<file path="src/rtl/div_result_bcd.sv">
// Binary-to-BCD converter for the divider's quotient/remainder pair.
// Runs iterative double dabble one bit per clock and holds the result under valid/ready.
module div_result_bcd #(
  parameter int SIZE   = 4,
  parameter int DIGITS = 2
) (
  input  logic                  clk,
  input  logic                  rst,
  input  logic                  in_valid,
  output logic                  in_ready,
  input  logic [SIZE-1:0]       quotient,
  input  logic [SIZE-1:0]       remainder,
  output logic                  out_valid,
  input  logic                  out_ready,
  output logic [4*DIGITS-1:0]   quo_bcd,
  output logic [4*DIGITS-1:0]   rem_bcd,
  output logic                  busy
);

  localparam int BW = 4 * DIGITS;
  localparam int CW = $clog2(SIZE + 1);
  localparam logic [CW-1:0] LAST = CW'(SIZE - 1);

  typedef enum logic [1:0] {IDLE, CONVERT, DONE} state_t;

  state_t          state;
  logic [CW-1:0]   cnt;
  logic [SIZE-1:0] quo_bin, rem_bin;
  logic [BW-1:0]   quo_work, rem_work;
  logic [BW+SIZE-1:0] quo_step, rem_step;

  // Per-nibble add-3; each digit is adjusted independently, no carry between nibbles.
  function automatic logic [BW-1:0] adjust(input logic [BW-1:0] bcd);
    logic [BW-1:0] res;
    res = bcd;
    for (int d = 0; d < DIGITS; d++)
      if (bcd[4*d +: 4] >= 4'd5) res[4*d +: 4] = bcd[4*d +: 4] + 4'd3;
    return res;
  endfunction

  always_comb begin
    quo_step = {adjust(quo_work), quo_bin} << 1;
    rem_step = {adjust(rem_work), rem_bin} << 1;
  end

  // NOTE: sequential state uses non-blocking assignments so every register
  // samples pre-edge values; blocking here would create order-dependent races.
  always_ff @(posedge clk) begin
    if (rst) begin
      state    <= IDLE;
      cnt      <= '0;
      quo_bin  <= '0;
      rem_bin  <= '0;
      quo_work <= '0;
      rem_work <= '0;
      quo_bcd  <= '0;
      rem_bcd  <= '0;
    end else begin
      case (state)
        IDLE: begin
          if (in_valid) begin
            quo_bin  <= quotient;
            rem_bin  <= remainder;
            quo_work <= '0;
            rem_work <= '0;
            cnt      <= '0;
            state    <= CONVERT;
          end
        end
        CONVERT: begin
          {quo_work, quo_bin} <= quo_step;
          {rem_work, rem_bin} <= rem_step;
          cnt <= cnt + 1'b1;
          if (cnt == LAST) begin
            quo_bcd <= quo_step[BW+SIZE-1 -: BW];
            rem_bcd <= rem_step[BW+SIZE-1 -: BW];
            state   <= DONE;
          end
        end
        DONE: begin
          if (out_ready) state <= IDLE;
        end
        default: state <= IDLE;
      endcase
    end
  end

  // Handshake flags decode the state register only, so no input reaches an output combinationally.
  assign in_ready  = (state == IDLE);
  assign out_valid = (state == DONE);
  assign busy      = (state == CONVERT);

endmodule

</file>
<file path="config.mk">
export PLATFORM = sky130hd
export DESIGN_NAME = div_result_bcd
export DESIGN_NICKNAME = d
export VERILOG_FILES = /design/src/rtl/div_result_bcd.sv
export SDC_FILE = /design/constraint.sdc
export NUM_CORES = 1
export LEC_CHECK = 0
export BUFFER_PORTS_ARGS = -buffer_cell sky130_fd_sc_hd__buf_2
export CORE_ASPECT_RATIO = 0.5
export CORE_UTILIZATION = 41
export CTS_BUF_LIST = sky130_fd_sc_hd__clkbuf_8
export DETAILED_ROUTE_END_ITERATION = 10
export GPL_TIMING_DRIVEN = 0
export PLACE_DENSITY = 0.58
export SLEW_MARGIN = 20
export SYNTH_ARGS = -nofsm -noshare
export SYNTH_HDL_FRONTEND = slang
export SYNTH_SLANG_ARGS = --single-unit
</file>
<file path="constraint.sdc">
create_clock -name clk -period 4 [get_ports clk]
set_input_delay 0.4 -clock clk [delete_from_list [all_inputs] [get_ports clk]]
set_output_delay 0.4 -clock clk [all_outputs]
set_load 0.01 [all_outputs]
</file>
# == Word level (Yosys, flattened, before mapping) ==
# Cells that the tools add are included.
# Widths: inputs -> output; s select.
# op_classes
n_addsub,5
order_cmp,4
eq_ne,6
muxes,17
reduce_logical,5
# op_table
operator,count
$pmux 8 s2,2
$ge 4x3->1 const B,4
$mux 4,4
$pmux 4 s2,2
$mux 3,3
$add 4x2->4 const B,2
$mux 8,1
$add 3x2->3 const B,2
$mux 2,3
$pmux 2 s3,1
$pmux 3 s2,1
$ne 2x1->1 const B,2
$reduce_and 2->1,2
$add 3x1->3 const B,1
$eq 3x2->1 const B,1
$reduce_and 3->1,1
$eq 2x1->1 const B,1
$eq 2x2->1 const B,1
$logic_not 2->1,1
$ne 2x2->1 const B,1
$reduce_bool 2->1,1
# word_totals
register_bits,45
input_bits,12
output_inout_bits,19
wordCells,45

# == Logic depth before layout (Yosys ltp) ==
# depth
ltp_word,3
depth_mapped,8
depth_no_buf,6

# == Least setup slack after synthesis ==
# No wires, ideal clock.
# synth_timing
kind,register to register
from,register rem_work[4]
to,register rem_bcd[5]
setup_ns,0.062
arrival_ns,1.357
required_time_ns,3.938
setup_slack_ns,2.581
stages_incl_launch_ff,7
n_path_buf,0
period_less_slack_ns,1.419
cell_sequence,dfxtp_1 -> inv_1 -> ha_1 -> nand2b_1 -> a21oi_1 -> or4_1 -> nand3_1
# synth_via
elab_chain_len,2
elab_cells_between_ends,3
cone_classes,1 x add/sub; 1 x order compare; 1 x mux
# synth_lines
element,line_no,rtl
from (decl),29,"logic [BW-1:0] quo_work, rem_work;"
from (signal assigned),72,"{rem_work, rem_bin} <= rem_step;"
$ge 4x3->1 or $add 3x2->3 (tied branches),37,if (bcd[4*d +: 4] >= 4'd5) res[4*d +: 4] = bcd[4*d +: 4] + 4'd3;
$mux 3 (*),37,
to (signal assigned),76,rem_bcd <= rem_step[BW+SIZE-1 -: BW];
to (decl),16,"output logic [4*DIGITS-1:0] rem_bcd,"
# Mark *: on every way between the ends. The rest lies on a longest branch, timed or not.
# A chain may end at the register's enable or synchronous reset.

# == Worst setup path in the final report ==
# layout_timing
from,register state[1]
to,output busy
# layout_via
elab_chain_len,1
# layout_lines
element,line_no,rtl
from (decl),26,state_t state;
from (signal assigned),50,state <= IDLE;
from (signal assigned),67,state <= CONVERT;
from (signal assigned),77,state <= DONE;
$eq 2x1->1,91,assign busy = (state == CONVERT);
to (decl),17,output logic busy
# Every way passes these cells.

==> run metrics <==
outcome=complete, no violations; Initial Utilization=43.3%; Hold Vio Cnt, Final=0; Core Box Area=0.00500 mm2; DIE AREA=0.00560 mm2; CP required=~3600 ps; Clock Pin Slew Worst Setup and Hold Paths=80 ps; placer congestion estimate=roughly 0.76; clock root cell=clkbuf_8; Setup Viol. Count Final=0; Least-Margin Pin Slew=roughly 660 ps; Peak supply drop=0.127 mV; Yosys cell types=41; antenna-violating nets left=0; Setup TNS Final=0 ps; critical path, cell by cell=buf_4 -> nand2b_4 -> inv_2 -> buf_2 -> buf_2; RSZ-0062 raised after global routing=false; DRT Pass-1 Iters=4; largest family of logic cells by synthesized area=simple AND/OR/NAND/NOR gates; top-area cell type share of the netlist area=between 40% and 50%; Hold Startpoint=quotient[0]; WS Path Type=reg2out; #FFs+latches synth=45; most frequent CP cell=buf_2; reg2reg start=cnt[0]; clk_lat worst skew=310 ps; GRT Total Usage=20.4%; critical path's slowest cell=dfxtp_1; maximum number of pins on one net before global-route repair=14; fin crit period=1810 ps; post-CTS sizing=0; Crit. Startpoint=state[1]; Mean Syn Cell Area=8.77 um2; Inst Count DP=345; vias in the first global route=1729; Ports=31; grt ovf=0; Simple-Gate Fraction of Synth Area=a little under a quarter; DR iter-0 viols=74; worst path arrival time=1410 ps; synthesized instance count=roughly 250; HPWL after detailed placement=about 3700 um; fmax=552 MHz; Mapped Nets=about 270; post-synthesis mux area share=0.924%; # Post-CTS Setup Buffers=0; post-synth top area cell=dfxtp_1; routed length per instance=14.9 um; fin cells=353; Startpoint Class=flop; Layout Utilization=49.5%; initial antenna violation count=0; n_diodes=0; CP peak stage delay=300 ps; PD cells=331 mW/mm2; CTS buffer count=5; Sink Count=between 40 and 50; Hold Path Class=in2reg; H-tree depth=2; Layout area overhead=14.3%; clock buffer depth=2; TritonCTS clock tree=yes; die extent in x=105 um; first-pass GRT wire length=around 8600 um; Crit Path Max Fanout=10; vias=around 1.9k; Crit. End Element=output port; Max Slew Vio Count=0; synth top area cells=dfxtp_1, ha_1, nor2_1; Leakage=1.06 nW; Syn. warnings=0; Synth Cell Area=0.00217 mm2; remaining routing DRC violations=0; # hold bufs at CTS=0; Slew HR=56.2%; Post-Synth XOR/XNOR Area=less than 1%; drt total wl=roughly 5300 um; sequential fraction of the synthesis area=41.6%; clock skew=between 10 and 15 ps; I/O Buffers=28; Synth Area in Adders=5.78%; layout cell share with drive strength beyond 1=18.7%; fin nets=304; DR vias/cell=5.29; Rows=18; Max Cap Viol=0; Tcrit/Tclk final=a little under half; height of the chip=53.4 um; Compound-Gate Fraction of Synth Area=21.8%
==> metrics by stage <==
stage          power, W  setup WS (ps)  instance area (um2)  hold slack, ps
6_report       0.000819           2190                 2480             358
5_1_grt        0.000852           2070                 2480             370
4_1_cts        0.000827           2160                 2480             351
3_5_place_dp   0.000554           2180                 2390             451
3_3_place_gp   0.000552           2210                 2390             441
2_1_floorplan  0.000529           2580                 2170             444
==> layer usage <==
layer	GRT usage, %	up-vias	routed length (um)
met5	0	-	0
met3	4.19	8	180
met1	27.1	876	2770
li1	-	952	-
met4	5.63	0	53
met2	34.2	30	2270
==> kinds of logic after synthesis <==
kind of cell               count (synthesis)
xor gates and xnor gates                   2
adders and majority gates                 10
and+or+nand+nor                           91
buffers and inverters                     29
AOI/OAI and AO/OA                         68
DFF                                       45
muxes                                      2
==> layout make-up <==
cell class | instances | area, um2
buffer | 15 | 90.1
clock buffer | 5 | 68.8
clock inverter | 3 | 13.8
fill | 512 | 2520
inverter | 14 | 52.6
multi-input combinational | 173 | 1120
sequential | 45 | 901
tap | 70 | 87.6
timing repair buffer | 28 | 140
==> layout by cell type, fill, tap and decap left out, types with 3 or more instances in the layout <==
cell type   n
a211o_1     4
a211oi_1    8
a21oi_1    16
a22o_1      4
a22oi_1     3
a2bb2oi_1   3
and2_1      3
buf_2      34
buf_6       3
clkbuf_1    5
clkbuf_8    5
dfxtp_1    45
ha_1       10
inv_1      14
nand2_1    13
nand2b_1    5
nand3_1     8
nand3b_1    4
nor2_1     30
nor3_1     11
nor3b_1     9
o21ai_0    11
o22ai_1     3
==> critical path: cells and delay by family (launching register included) <==
family                 cells  cell delay (ps)
buffers and inverters      4              620
flip-flops                 1              300
AND/OR/NAND/NOR            1              190
==> sequential cells by signal, summed over array words and instances, names as in the netlist <==
register,cells
quo_bcd,8
quo_work,8
rem_bcd,8
rem_work,8
quo_bin,4
rem_bin,4
cnt,3
state,2
==> report_power, final <==
part / internal [W] / switching, W / total [W]
clock network: 0.000119 / 0.000156 / 0.000275
registers: 0.000458 / 0.00000785 / 0.000466
logic: 0.0000292 / 0.0000481 / 0.0000773
==> cell usage after synthesis, drive strengths merged <==
library cell,instances
o21a,2
inv,14
dfxtp,45
a2bb2oi,3
xnor2,2
a211o,4
nand3,8
nor3,11
nand3b,5
or3,1
a32o,2
o22ai,3
clkbuf,5
nor2,31
nor3b,9
buf,10
nand2b,6
mux2i,2
a22oi,3
o21ba,1
a32oi,2
a31oi,2
a22o,4
nand2,13
nand4b,2
a211oi,10
ha,10
o211ai,2
or4,2
and2,3
a21o,2
a21oi,16
o21ai,12
==> final timing paths <==
check,to,slack (ps),cells after the start
max,busy,2190,5
min,quo_bin[0],360,3
max reg2reg,rem_bcd[3],2210,6
min reg2reg,rem_bcd[0],460,2
(Power assumes the default switching activity.)
